$ cat src/rtl/uart_tx_arbiter_pkg.sv
// ----------------------------------------------------------------------------
// uart_arb_pkg
// Shared types and helpers for the UART TX packet arbiter.
//   arb_state_t : arbiter FSM state (IDLE / SEND)
//   rr_next()   : round-robin search, first set request after 'last' with wrap
// ----------------------------------------------------------------------------
package uart_arb_pkg;

    typedef enum logic {
        IDLE = 1'b0,
        SEND = 1'b1
    } arb_state_t;

    // Widest requester vector the search helper supports.
    localparam int RR_MAX_REQ = 16;
    localparam int RR_IDX_W   = $clog2(RR_MAX_REQ);

    // Returns the index of the first set bit of req[n-1:0], searching from
    // last+1 upward and wrapping to 0. Returns 'last' when no bit is set.
    // The loop has a fixed bound so it unrolls into plain priority logic.
    function automatic int rr_next(input logic [RR_MAX_REQ-1:0] req,
                                   input int                    last,
                                   input int                    n);
        int   idx;
        int   result;
        logic hit;
        result = last;
        hit    = 1'b0;
        for (int i = 1; i <= RR_MAX_REQ; i++) begin
            idx = last + i;
            if (idx >= n) begin
                idx = idx - n;
            end
            if (!hit && (i <= n) && req[idx[RR_IDX_W-1:0]]) begin
                result = idx;
                hit    = 1'b1;
            end
        end
        return result;
    endfunction

endpackage

$ cat src/rtl/uart_tx_arbiter_if.sv
// ----------------------------------------------------------------------------
// uart_tx_arbiter_if
// Byte-stream bus between N_REQ requesters, the arbiter and the UART TX path.
//   req_valid/req_data/req_last/req_ready : per-requester byte handshake
//   out_valid/out_data/out_ready          : merged stream towards the TX FIFO
// Modports:
//   master : the arbiter (consumes requests, produces the merged stream)
//   slave  : the environment (requesters plus TX FIFO)
// ----------------------------------------------------------------------------
interface uart_tx_arbiter_if #(
    parameter int N_REQ      = 4,
    parameter int DATA_WIDTH = 8
);
    logic [N_REQ-1:0]                 req_valid;
    logic [N_REQ-1:0][DATA_WIDTH-1:0] req_data;
    logic [N_REQ-1:0]                 req_last;
    logic [N_REQ-1:0]                 req_ready;
    logic                             out_valid;
    logic [DATA_WIDTH-1:0]            out_data;
    logic                             out_ready;

    modport master (
        input  req_valid, req_data, req_last, out_ready,
        output req_ready, out_valid, out_data
    );

    modport slave (
        output req_valid, req_data, req_last, out_ready,
        input  req_ready, out_valid, out_data
    );
endinterface

$ cat src/rtl/uart_tx_arbiter_rr.sv
// ----------------------------------------------------------------------------
// rr_arbiter
// Purely combinational round-robin priority select; also used on the RX side.
//   req        (in)  : request vector
//   last_grant (in)  : index granted most recently (lowest priority now)
//   found      (out) : at least one request is set
//   index      (out) : winning index, searched from last_grant+1 with wrap
// ----------------------------------------------------------------------------
module rr_arbiter
    import uart_arb_pkg::*;
#(
    parameter  int N_REQ = 4,
    localparam int IW    = $clog2(N_REQ)
) (
    input  logic [N_REQ-1:0] req,
    input  logic [IW-1:0]    last_grant,
    output logic             found,
    output logic [IW-1:0]    index
);

    logic [RR_MAX_REQ-1:0] req_ext;

    always_comb begin
        req_ext            = '0;
        req_ext[N_REQ-1:0] = req;
    end

    assign found = |req;
    assign index = IW'(rr_next(req_ext, int'(last_grant), N_REQ));

endmodule

$ cat src/rtl/uart_tx_arbiter.sv
// ----------------------------------------------------------------------------
// uart_tx_arbiter
// Round-robin packet arbiter sharing one UART TX path between N_REQ byte
// streams. A grant is held for a whole packet (ended by req_last); a grantee
// that stays idle for TIMEOUT_CYCLES cycles is evicted.
//   clk, rst_n  : clock, asynchronous active-low reset
//   bus         : requester handshakes and merged output stream (master side)
//   busy        : a packet is granted (state SEND)
//   grant_id    : current or most recent grantee
//   timeout_err : one-cycle pulse on eviction
//   timeout_src : last evicted requester, held until the next eviction
// ----------------------------------------------------------------------------
module uart_tx_arbiter
    import uart_arb_pkg::*;
#(
    parameter  int N_REQ          = 4,
    parameter  int DATA_WIDTH     = 8,
    parameter  int TIMEOUT_CYCLES = 1024,
    localparam int IW             = $clog2(N_REQ),
    localparam int CNT_W          = $clog2(TIMEOUT_CYCLES + 1)
) (
    input  logic                 clk,
    input  logic                 rst_n,
    uart_tx_arbiter_if.master    bus,
    output logic                 busy,
    output logic [IW-1:0]        grant_id,
    output logic                 timeout_err,
    output logic [IW-1:0]        timeout_src
);

    arb_state_t            state;
    arb_state_t            state_nxt;
    logic [IW-1:0]         last_grant;
    logic [CNT_W-1:0]      idle_cnt;

    logic                  arb_found;
    logic [IW-1:0]         arb_index;

    logic                  sel_valid;
    logic                  sel_last;
    logic [DATA_WIDTH-1:0] sel_data;
    logic                  xfer;
    logic                  evict;

    rr_arbiter #(
        .N_REQ (N_REQ)
    ) u_rr (
        .req        (bus.req_valid),
        .last_grant (last_grant),
        .found      (arb_found),
        .index      (arb_index)
    );

    // Grantee's request lines.
    assign sel_valid = bus.req_valid[grant_id];
    assign sel_last  = bus.req_last[grant_id];
    assign sel_data  = bus.req_data[grant_id];

    assign xfer  = (state == SEND) && sel_valid && bus.out_ready;
    // Eviction needs the grantee idle, so a last byte arriving exactly at the
    // threshold is a transfer and can never also raise timeout_err.
    assign evict = (state == SEND) && !sel_valid &&
                   (idle_cnt == CNT_W'(TIMEOUT_CYCLES - 1));

    // ---------------- state register ----------------
    always_ff @(posedge clk or negedge rst_n) begin
        if (!rst_n) begin
            state <= IDLE;
        end else begin
            // NOTE: sequential state uses non-blocking (<=) so every flop
            // samples pre-edge values regardless of process ordering.
            state <= state_nxt;
        end
    end

    // ---------------- next-state logic ----------------
    always_comb begin
        // NOTE: default assignment first, so no path leaves state_nxt
        // unassigned and no latch is inferred.
        state_nxt = state;
        case (state)
            IDLE: begin
                if (arb_found) begin
                    state_nxt = SEND;
                end
            end
            SEND: begin
                if (xfer && sel_last) begin
                    state_nxt = IDLE;
                end else if (evict) begin
                    state_nxt = IDLE;
                end
            end
            default: state_nxt = IDLE;
        endcase
    end

    // ---------------- outputs ----------------
    // Data path is combinational from the grantee and out_ready: no per-byte
    // latency, one byte per cycle inside a packet.
    always_comb begin
        busy          = (state == SEND);
        bus.out_valid = 1'b0;
        bus.out_data  = '0;
        bus.req_ready = '0;
        if (state == SEND) begin
            bus.out_valid           = sel_valid;
            bus.out_data            = sel_data;
            bus.req_ready[grant_id] = bus.out_ready;
        end
    end

    // ---------------- grant, idle counter, timeout ----------------
    always_ff @(posedge clk or negedge rst_n) begin
        if (!rst_n) begin
            grant_id    <= '0;
            last_grant  <= IW'(N_REQ - 1);   // requester 0 wins first
            idle_cnt    <= '0;
            timeout_err <= 1'b0;
            timeout_src <= '0;
        end else begin
            timeout_err <= evict;

            if ((state == IDLE) && arb_found) begin
                grant_id   <= arb_index;
                last_grant <= arb_index;
            end

            // Cleared in IDLE (hence on entry to SEND) and whenever the
            // grantee presents a byte, stalled by out_ready or not.
            if ((state == IDLE) || sel_valid) begin
                idle_cnt <= '0;
            end else if (!evict) begin
                idle_cnt <= idle_cnt + CNT_W'(1);
            end

            if (evict) begin
                timeout_src <= grant_id;
            end
        end
    end

endmodule
$ cat src/flat_wrapper.sv
// flat-port wrapper written by rule: the top's interface ports become plain ports
module uart_tx_arbiter_flat import uart_arb_pkg::*;
#(
    parameter  int N_REQ          = 4,
    parameter  int DATA_WIDTH     = 8,
    parameter  int TIMEOUT_CYCLES = 1024,
    localparam int IW             = $clog2(N_REQ),
    localparam int CNT_W          = $clog2(TIMEOUT_CYCLES + 1)
)
  (clk, rst_n, busy, grant_id, timeout_err, timeout_src, bus_req_valid, bus_req_data, bus_req_last, bus_out_ready, bus_req_ready, bus_out_valid, bus_out_data);
  uart_tx_arbiter_if #(.N_REQ(N_REQ), .DATA_WIDTH(DATA_WIDTH)) bus_i ();
  input  logic clk;
  input  logic rst_n;
  output logic busy;
  output logic [IW-1:0] grant_id;
  output logic timeout_err;
  output logic [IW-1:0] timeout_src;
  input wire logic [$bits(bus_i.req_valid)-1:0] bus_req_valid;
  input wire logic [$bits(bus_i.req_data)-1:0] bus_req_data;
  input wire logic [$bits(bus_i.req_last)-1:0] bus_req_last;
  input wire logic [$bits(bus_i.out_ready)-1:0] bus_out_ready;
  output wire logic [$bits(bus_i.req_ready)-1:0] bus_req_ready;
  output wire logic [$bits(bus_i.out_valid)-1:0] bus_out_valid;
  output wire logic [$bits(bus_i.out_data)-1:0] bus_out_data;
  assign bus_i.req_valid = bus_req_valid;
  assign bus_i.req_data = bus_req_data;
  assign bus_i.req_last = bus_req_last;
  assign bus_i.out_ready = bus_out_ready;
  assign bus_req_ready = bus_i.req_ready;
  assign bus_out_valid = bus_i.out_valid;
  assign bus_out_data = bus_i.out_data;
  uart_tx_arbiter #(.N_REQ(N_REQ), .DATA_WIDTH(DATA_WIDTH), .TIMEOUT_CYCLES(TIMEOUT_CYCLES)) u_core (.clk(clk), .rst_n(rst_n), .bus(bus_i), .busy(busy), .grant_id(grant_id), .timeout_err(timeout_err), .timeout_src(timeout_src));
endmodule
$ cat config.mk
export PLATFORM = sky130hd
export DESIGN_NAME = uart_tx_arbiter_flat
export DESIGN_NICKNAME = d
export VERILOG_FILES = /design/src/rtl/uart_tx_arbiter_pkg.sv /design/src/rtl/uart_tx_arbiter_if.sv /design/src/rtl/uart_tx_arbiter_rr.sv /design/src/rtl/uart_tx_arbiter.sv /design/src/flat_wrapper.sv
export SDC_FILE = /design/constraint.sdc
export NUM_CORES = 1
export LEC_CHECK = 0
export CAP_MARGIN = 20
export CORE_UTILIZATION = 30
export CTS_CLUSTER_SIZE = 28
export DETAILED_ROUTE_END_ITERATION = 7
export HOLD_SLACK_MARGIN = 0.08
export MAX_ROUTING_LAYER = met4
export PLACE_DENSITY = 0.57
export SLEW_MARGIN = 5
export SYNTH_ARGS = -nofsm -noshare
export SYNTH_HDL_FRONTEND = slang
export SYNTH_HIERARCHICAL = 1
export SYNTH_SLANG_ARGS = --single-unit
$ cat constraint.sdc
create_clock -name clk -period 3 [get_ports clk]
set_input_delay 0.75 -clock clk [delete_from_list [all_inputs] [get_ports clk]]
set_output_delay 0.75 -clock clk [all_outputs]
set_load 0.005 [all_outputs]
[Word-level counts from Yosys, hierarchy flattened]
Cells that the tools add are included.
Word-level totals
  flip-flop bits (word level): 19
  output and inout port bits: 19
  input port bits: 43
  logic and storage cells: 81
Operators by class
  add/subtract/negate cells: 9
  reduce and logical (&&, ||, !) cells: 16
  $lt $le $gt $ge: 10
  multiplexer cells: 36
  bitwise operators: 2
  equality and inequality tests: 2
Operators by type and width (count)
  $mux 11: 2
  $lt 4x5->1 const B: 4
  $mux 4: 5
  $bmux 1 s4: 4
  $bmux 8 s2: 1
  $mux 8: 2
  $mux 1: 14
  $sub 3x3->4 const B: 3
  $add 11x1->11 const B: 1
  $eq 11x10->1 const B: 1
  $logic_and 1x1->1: 10
  $ge 3x3->1 const B: 3
  $mux 2: 4
  $add 2x2->3 const B: 2
  $add 2x3->4 const B: 1
  $and 4x4->4: 1
  $bmux 1 s2: 2
  $ge 4x3->1 const B: 1
  $logic_not 1->1: 4
  $reduce_or 4->1: 1
  $sub 4x3->4 const B: 1
  $add 2x1->3 const B: 1
  $lt 2x3->1 const B: 1
  $demux 1 s2: 1
  5 further kinds: 5

[Longest topological paths before layout]
Gate-level depths: netlist (run 1).
  depth in word-level cells: 15
  mapped depth: 9
  mapped depth without buffers: 8

[Cells and area by module]
Netlist (run 1), hierarchy kept.
By module, submodules not included
  uart_tx_arbiter: cells an instance 112, instances 1, area each 1234.9 sq um
  rr_arbiter: cells an instance 31, instances 1, area each 262.8 sq um

[Worst setup path after synthesis (run 1)]
No wires, ideal clock.
  kind: input port to output port
  start point: in bus_req_valid[3]
  end point: out bus_out_valid
  data required time: 2250 ps
  path buffers: 0
  stages: 2
  slack: 847 ps
  data arrival time: 1403 ps
  cells stage by stage: mux4_2 and2_1
On the way
  longest elaborated chain between the ends: 3
Ends and longest elaborated chain
  start: declaration: line flat_wrapper.sv:18  | input wire logic [$bits(bus_i.req_valid)-1:0] bus_req_valid;
  $bmux 1 s2: line uart_tx_arbiter.sv:55  | assign sel_valid = bus.req_valid[grant_id];
  $mux 1 (not written as such): line uart_tx_arbiter.sv:55
  $mux 1: line uart_tx_arbiter.sv:106  | if (state == SEND) begin
  end: declaration: line flat_wrapper.sv:23  | output wire logic [$bits(bus_i.out_valid)-1:0] bus_out_valid;
Every way passes these cells. The select of a mux whose other input is x is not followed.

[Worst setup path in the final report (run 1)]
  start point: in bus_req_data[31]
  end point: out bus_out_data[7]
On the way
  longest elaborated chain between the ends: 3
Ends and longest elaborated chain
  start: declaration: line flat_wrapper.sv:19  | input wire logic [$bits(bus_i.req_data)-1:0] bus_req_data;
  $bmux 8 s2: line uart_tx_arbiter.sv:57  | assign sel_data = bus.req_data[grant_id];
  $mux 8 (not written as such): line uart_tx_arbiter.sv:57
  $mux 8: line uart_tx_arbiter.sv:106
  end: declaration: line flat_wrapper.sv:24  | output wire logic [$bits(bus_i.out_data)-1:0] bus_out_data;
Every way passes these cells. The select of a mux whose other input is x is not followed.

==> metrics.md, run 1 <==
| Metric | Value |
|---|---|
| Status | completed |
| Routed len/inst | 15.4 microns |
| Max IR drop VDD | a little over 0.4 mV |
| Die W | 72.7 microns |
| Leak | around 1.0 nW |
| Antenna cells | 0 |
| Post-synthesis instance total | about 140 |
| Via count | 1421 |
| # Post-CTS Setup Buffers | 0 |
| Synth Flop Type | dfrtp_1 |
| Fin nets | between 200 and 300 |
| Clock sinks | 19 |
| Final setup violation count | 0 |
| Slew HR | 44.2% |
| Die area | 5280 sq um |
| Clk pin slew, worst setup/hold paths | roughly 0.07 ns |
| Worst r2r src | u_core/last_grant[0] |
| Sequential standard cell area | approximately 480 sq um |
| Filler cells | 445 |
| Netlist cell types | 42 |
| Site row count | 25 |
| Initial Util | 31.5% |
| Max-Cap Viols | 0 |
| Final WS setup | between 0.05 and 0.06 ns |
| Number of synthesized flops with an enable pin | 0 |
| I/O Buffers | 61 |
| TritonCTS Buffers | 3 |
| Dpl cells | 273 |
| Pwr/cell area | 696 nW/um^2 |
| Hold Crit Endpoint | u_core/timeout_src[1] |
| Max clock buf depth | 2 |
| First-pass detailed-route iteration total | 4 |
| Synth Area per Inst | 10.5 sq um |
| Net Count, Synth | between 150 and 200 |
| Core ar. | 4750 sq um |
| Hold-fix buffers, CTS | 0 |
| Vias per cell | 5.13 |
| Worst setup SP type | input pin |
| Fin. Hold Viols | 0 |
| Tcrit/Tclk final | 98.2% |
| Synth warn | 6 |
| #FFs+latches synth | 19 |
| Final antenna-violating net count | 0 |
| P&R area growth vs syn | 51.2% |
| CP endpoint kind | output port |
| Worst EP required | 2.25 ns |
| Setup slack, reg-to-reg | 0.68 ns |
| Remaining routing DRC violations | 0 |
| Async set-reset flop share out of synthesis | 100% |
| Setup WS pre-CTS | -0.0353 ns |
| Tightest Hold Check Type | reg2reg |
| GR Util All Layers | 16.5% |
| Hold Path Origin | u_core/timeout_src[1] |
| Clock skew | 0.00659 ns |
| Drt initial violations | 88 |
| Final HPWL DP | 3410 microns |
| Worst Tran Pin Value | 0.834 ns |
| RSZ-0062 raised after global routing | false |
| Fraction of layout cells with a size suffix above 1 | 16.7% |
| Largest net degree at the start of global routing | 20 |
| TritonCTS clock tree | yes |
| Final RePlAce weighted congestion | 0.832 |
| Final min period | 2.94 ns |
| Gr ovfl total | 0 |
| WL final | 4260 microns |
| CTS H-tree lvls | 1 |
| Hold path depth | 1 |
| CP arrival | 2.19 ns |
| CP Class | in2out |
| Max Fanout on Critical Path | 1 |
| Reg2reg path depth | 8 |
| Post-synthesis sequential area ratio | 31.9% |
| Root Buffer | clkbuf_8 |
| Clk_lat worst skew | 0.26 ns |
| Vias in the first global route | approximately 1.4k |
| Antenna violations before repair | 0 |
| Final design utilization | 47.6% |
| Placed standard-cell area | 2210 sq um |
| Slew Viols, Final | 0 |
| First-pass GRT wire length | 6540 microns |
| IO Count | 62 |
| Mapped cell area | 1500 sq um |
| R2R Path End | u_core/grant_id[0] |
| F_max | 0.340 GHz |
| Number of non-filler instances in the completed layout | 277 |
| Die height | 72.7 microns |
| Multi-input logic area | around 950 sq um |
| Design Area, Final | 2260 sq um |
Yosys cell counts (all sizes together), types with 5 or more instances:
library cell	n	share of area [%]
ha	6	5.0
inv	7	1.8
mux4	10	15
nor3	5	2.4
and2	10	4.2
nor2	11	2.8
dfrtp	17	28
nand2	11	2.8
a21oi	6	2.0
o21ai	5	1.7
cells in the final DEF (no fill, tap or decap), types with 3 or more instances in the layout:
| cell | instances |
|---|---|
| clkdlybuf4s50_1 | 51 |
| mux2i_1 | 3 |
| dlymetal6s2s_1 | 5 |
| or3_1 | 3 |
| o21ai_0 | 4 |
| and2_1 | 10 |
| nor3_1 | 4 |
| dfrtp_1 | 17 |
| mux4_2 | 10 |
| mux2_4 | 4 |
| a21oi_1 | 6 |
| nand3_1 | 4 |
| dlygate4sd2_1 | 5 |
| xor2_1 | 3 |
| buf_4 | 8 |
| ha_1 | 6 |
| nor2_1 | 11 |
| o31ai_1 | 4 |
| nand2_1 | 11 |
| inv_1 | 7 |
| clkbuf_8 | 3 |
worst max-delay path by stage:
stage	from	to	slack [ns]	cells after the start
after floorplan	bus_req_valid[3]	bus_out_valid	0.85	2
after CTS	bus_req_data[20]	bus_out_data[4]	0.008	4
final	bus_req_data[31]	bus_out_data[7]	0.06	4
after detailed placement	bus_req_data[19]	bus_out_data[3]	-0.04	4
after global routing	bus_req_data[31]	bus_out_data[7]	0.0006	4
after global placement	bus_req_data[19]	bus_out_data[3]	-0.02	4
per-layer routing:
| metal | GRT usage [%] | vias to the layer above | wire, microns | part of all wire, % |
|---|---|---|---|---|
| met4 | 6.32 | 0 | 106 | 2.5 |
| met5 | - | - | 0 | 0 |
| li1 | - | 661 | - | - |
| met2 | 30.3 | 56 | 2150 | 50 |
| met3 | 2.62 | 10 | 298 | 7.0 |
| met1 | 17.8 | 694 | 1710 | 40 |
layout make-up:
type | count | area share (%)
repair buffers | 69 | 29.9
flip-flops and latches | 19 | 21.1
clock buffers | 3 | 1.82
well taps | 67 | 3.70
multi-input cells | 111 | 42.1
clock inverters | 1 | 0.221
inverters | 7 | 1.16
flip-flops by register name (all words and copies together) (netlist names):
name / flops
u_core/timeout_src: 2
u_core/timeout_err: 1
u_core/idle_cnt: 11
u_core/last_grant: 2
u_core/busy: 1
u_core/grant_id: 2
worst max-delay path, stage by stage:
cell and delay (ns):
clkdlybuf4s50_1 0.40, mux4_2 0.45, and2_1 0.16, clkdlybuf4s50_1 0.44
power by group:
part	internal, mW	switching (mW)
logic	0.571	0.415
clock network	0.0922	0.0806
registers	0.313	0.104
total	0.976	0.599
kinds of logic after synthesis:
| group | count (synthesis) | synth area share [%] |
|---|---|---|
| simple gates | 58 | 22.3 |
| flops | 19 | 31.9 |
| buf+inv | 13 | 4.43 |
| xor+xnor | 4 | 2.34 |
| fa+ha+maj | 6 | 5.01 |
| compound gates | 26 | 12.9 |
| mux | 17 | 21.1 |
repair_timing:
| action | in CTS | in global routing |
|---|---|---|
| gates resized for setup | 5 | 5 |
| setup endpoints to repair | 4 | 5 |
| endpoints found under the hold margin | 0 | 0 |
stage by stage:
| stage | TNS (ns) | hold slack, ns | total power [mW] |
|---|---|---|---|
| final | 0 | 0.519 | 1.58 |
| after detailed placement | -0.0858 | 0.503 | 1.45 |
| after floorplan | 0 | 0.454 | 1.04 |
| after global placement | -0.0375 | 0.494 | 1.40 |
| after CTS | 0 | 0.524 | 1.61 |
| after global routing | 0 | 0.538 | 1.69 |
(Power assumes the default switching activity.)
==> inputs of run 2 (changes only) <==
- CELL_PAD_IN_SITES_DETAIL_PLACEMENT: unset -> 1
- CELL_PAD_IN_SITES_GLOBAL_PLACEMENT: unset -> 1
- PLACE_DENSITY: 0.57 -> 0.73
==> metrics.md, run 2 (same netlist as run 1, synthesis figures left out) <==
| Metric | Value |
|---|---|
| Max Fanout on Critical Path | 2 (was 1) |
| Hold Crit Endpoint | u_core/timeout_src[1] (unchanged) |
| Die W | 72.7 microns (unchanged) |
| Worst EP required | 2.25 ns (about the same) |
| Vias per cell | 5.20 (was 5.13) |
| Clk_lat worst skew | 0.25 ns (was 0.26 ns) |
| Largest reg by FF count | u_core/idle_cnt (unchanged) |
| Setup WS pre-CTS | -0.0567 ns (was -0.0353 ns) |
| Via count | 1434 (was 1421) |
| Clock power frac | 11.0% (about the same) |
| CP endpoint kind | output port (unchanged) |
| Pwr/cell area | 694 nW/um^2 (was 696 nW/um^2) |
| Leak | 1.01 nW (was 1.00 nW) |
| Dpl cells | 272 (was 273) |
| WL final | 4480 microns (was 4260 microns) |
| WHS | 0.511 ns (was 0.519 ns) |
| Comb power frac | 61.6% (was 62.5%) |
| Fin nets | 259 (was 260) |
| RSZ-0062 raised after global routing | false (unchanged) |
| Hold Path Origin | u_core/timeout_src[1] (unchanged) |
| Drt initial violations | 25 (was 88) |
| Setup slack, reg-to-reg | 0.64 ns (was 0.68 ns) |
| Final min period | 2.87 ns (was 2.94 ns) |
| Number of non-filler instances in the completed layout | 276 (was 277) |
| Routed len/inst | 16.2 microns (was 15.4 microns) |
| Clk pin slew, worst setup/hold paths | 0.07 ns (about the same) |
| Switching fraction of total power | 38.4% (was 38.0%) |
| Most frequent cells in the layout | clkdlybuf4s50_1, dfrtp_1, nor2_1, nand2_1 (unchanged) |
| Largest net degree at the start of global routing | 20 (unchanged) |
| CTS H-tree lvls | 1 (unchanged) |
| Hold-fix buffers, CTS | 0 (unchanged) |
| Crit path buffers/inverters | 2 (unchanged) |
| P&R area growth vs syn | 51.0% (was 51.2%) |
| Antenna cells | 0 (unchanged) |
| Root Buffer | clkbuf_8 (unchanged) |
| R2R Path End | u_core/grant_id[1] (was u_core/grant_id[0]) |
| I/O Buffers | 61 (unchanged) |
| Worst path max stage delay | 0.50 ns (was 0.45 ns) |
| Setup tns final | 0 ns (unchanged) |
| Worst Tran Pin Value | 0.857 ns (was 0.834 ns) |
| Gr ovfl total | 0 (unchanged) |
| Tightest Hold Check Type | reg2reg (unchanged) |
| Final setup violation count | 0 (unchanged) |
| Site row count | 25 (unchanged) |
| Max reg flops | 11 (unchanged) |
| Die area | 5280 sq um (unchanged) |
| Antenna violations before repair | 0 (unchanged) |
| First-pass GRT wire length | 7020 microns (was 6540 microns) |
| Final RePlAce weighted congestion | 0.758 (was 0.832) |
| Sw Pwr | 0.603 mW (was 0.599 mW) |
| Max clock buf depth | 2 (unchanged) |
| Final WS setup | 0.131 ns (was 0.0554 ns) |
| Reg2reg path depth | 8 (unchanged) |
| Remaining routing DRC violations | 0 (unchanged) |
| Max-Cap Viols | 0 (unchanged) |
| Final HPWL DP | 3560 microns (was 3410 microns) |
| Clock sinks | 19 (unchanged) |
| Crit-path cells | clkdlybuf4s50_1 > mux4_2 > and2_1 > dlygate4sd2_1 (was clkdlybuf4s50_1 > mux4_2 > and2_1 > clkdlybuf4s50_1) |
| Final design utilization | 47.6% (about the same) |
| Max IR drop VDD | 0.307 mV (was 0.403 mV) |
| Core ar. | 4750 sq um (unchanged) |
| Slew HR | 42.7% (was 44.2%) |
| Hold path depth | 1 (unchanged) |
| Top delay family on crit path | buffers and inverters (unchanged) |
| First-pass detailed-route iteration total | 4 (unchanged) |
| CP arrival | 2.12 ns (was 2.19 ns) |
| Die height | 72.7 microns (unchanged) |
| F_max | 0.349 GHz (was 0.340 GHz) |
| Tcrit/Tclk final | 95.6% (was 98.2%) |
| CP Class | in2out (unchanged) |
| Design Area, Final | 2260 sq um (about the same) |
| Clock skew | 0.00666 ns (was 0.00659 ns) |
| Fin. Hold Viols | 0 (unchanged) |
| Initial Util | 31.5% (unchanged) |
| Vias in the first global route | 1481 (was 1401) |
| TritonCTS clock tree | yes (unchanged) |
| Power Internal | 0.967 mW (was 0.976 mW) |
| Placed standard-cell area | 2200 sq um (was 2210 sq um) |
| Final antenna-violating net count | 0 (unchanged) |
| Filler cells | 538 (was 445) |
| TritonCTS Buffers | 3 (unchanged) |
| Slew Viols, Final | 0 (unchanged) |
| # Post-CTS Setup Buffers | 0 (unchanged) |
| Status | completed (unchanged) |
| IO Count | 62 (unchanged) |
| Slowest-stage cell, CP | mux4_2 (unchanged) |
| Fraction of layout cells with a size suffix above 1 | 16.3% (was 16.7%) |
| Final Power | 1.57 mW (was 1.58 mW) |
| Most common cell after layout, fill and taps aside | clkdlybuf4s50_1 (unchanged) |
| GR Util All Layers | 17.6% (was 16.5%) |
| Seq pwr share | 27.4% (was 26.5%) |
| Worst setup SP type | input pin (unchanged) |
| Worst r2r src | u_core/last_grant[0] (unchanged) |
-- run 2: cell types whose count changed in the layout (fill, tap and decap cells not counted), sizes merged --
cell           change
dlymetal6s2s       +1
clkdlybuf4s50      +1
buf                -1
dlygate4sd2        -2
-- run 2: timing repair --
item | 4_1_cts | 5_1_grt
gates cloned | 0 | 0
setup endpoints to repair | 3 | 6
gates resized for setup | 3 | 6
-- run 2: power groups by stage --
| stage | logic, mW | registers [mW] | clock network, mW |
|---|---|---|---|
| after detailed placement | 1.01 | 0.436 | 0 |
| after global placement | 0.967 | 0.429 | 0 |
| after floorplan | 0.665 | 0.375 | 0 |
| after global routing | 1.07 | 0.444 | 0.192 |
| after CTS | 1.00 | 0.431 | 0.181 |
| final | 0.967 | 0.430 | 0.173 |
-- run 2: final cells by class --
type                    instances  area [sq um]  share of cell area, %
flip-flops and latches         19           478                   21.1
clock buffers                   3          41.3                   1.83
multi-input cells             111           953                   42.1
well taps                      67          83.8                   3.71
inverters                       7          26.3                   1.16
repair buffers                 68           674                   29.8
clock inverters                 1          5.00                  0.221
-- run 2: worst max-delay path by stage --
stage	start	end	slack, ns	depth (start not counted)
after global placement	bus_req_data[30]	bus_out_data[6]	-0.005	4
after CTS	bus_req_data[27]	bus_out_data[3]	0.007	4
after global routing	bus_req_valid[3]	bus_out_valid	0.09	4
after floorplan	bus_req_valid[3]	bus_out_valid	0.85	2
final	bus_req_valid[3]	bus_out_valid	0.13	4
after detailed placement	bus_req_valid[3]	bus_out_valid	-0.06	4
-- run 2: routing by layer --
| metal | share of wire [%] | routed length, microns | GRT usage (%) | up-vias |
|---|---|---|---|---|
| li1 | - | - | - | 664 |
| met1 | 38 | 1680 | 19.3 | 706 |
| met2 | 53 | 2360 | 32.6 | 56 |
| met3 | 8.2 | 365 | 2.76 | 8 |
| met4 | 1.5 | 68 | 5.66 | 0 |
| met5 | 0 | 0 | - | - |
-- run 2: worst register-to-register path: stages, from the launching register on --
cell,delay (ns)
dfstp_2,0.66
inv_1,0.13
ha_1,0.37
a21boi_1,0.27
a22oi_2,0.12
nor3b_1,0.16
o41ai_2,0.38
nand2_1,0.12
nand2_1,0.08
==> inputs of run 3 (changes only) <==
- HOLD_SLACK_MARGIN: 0.08 -> unset
==> results of run 3 <==
No change in the layout: final DEF, timing and power equal those of run 2.
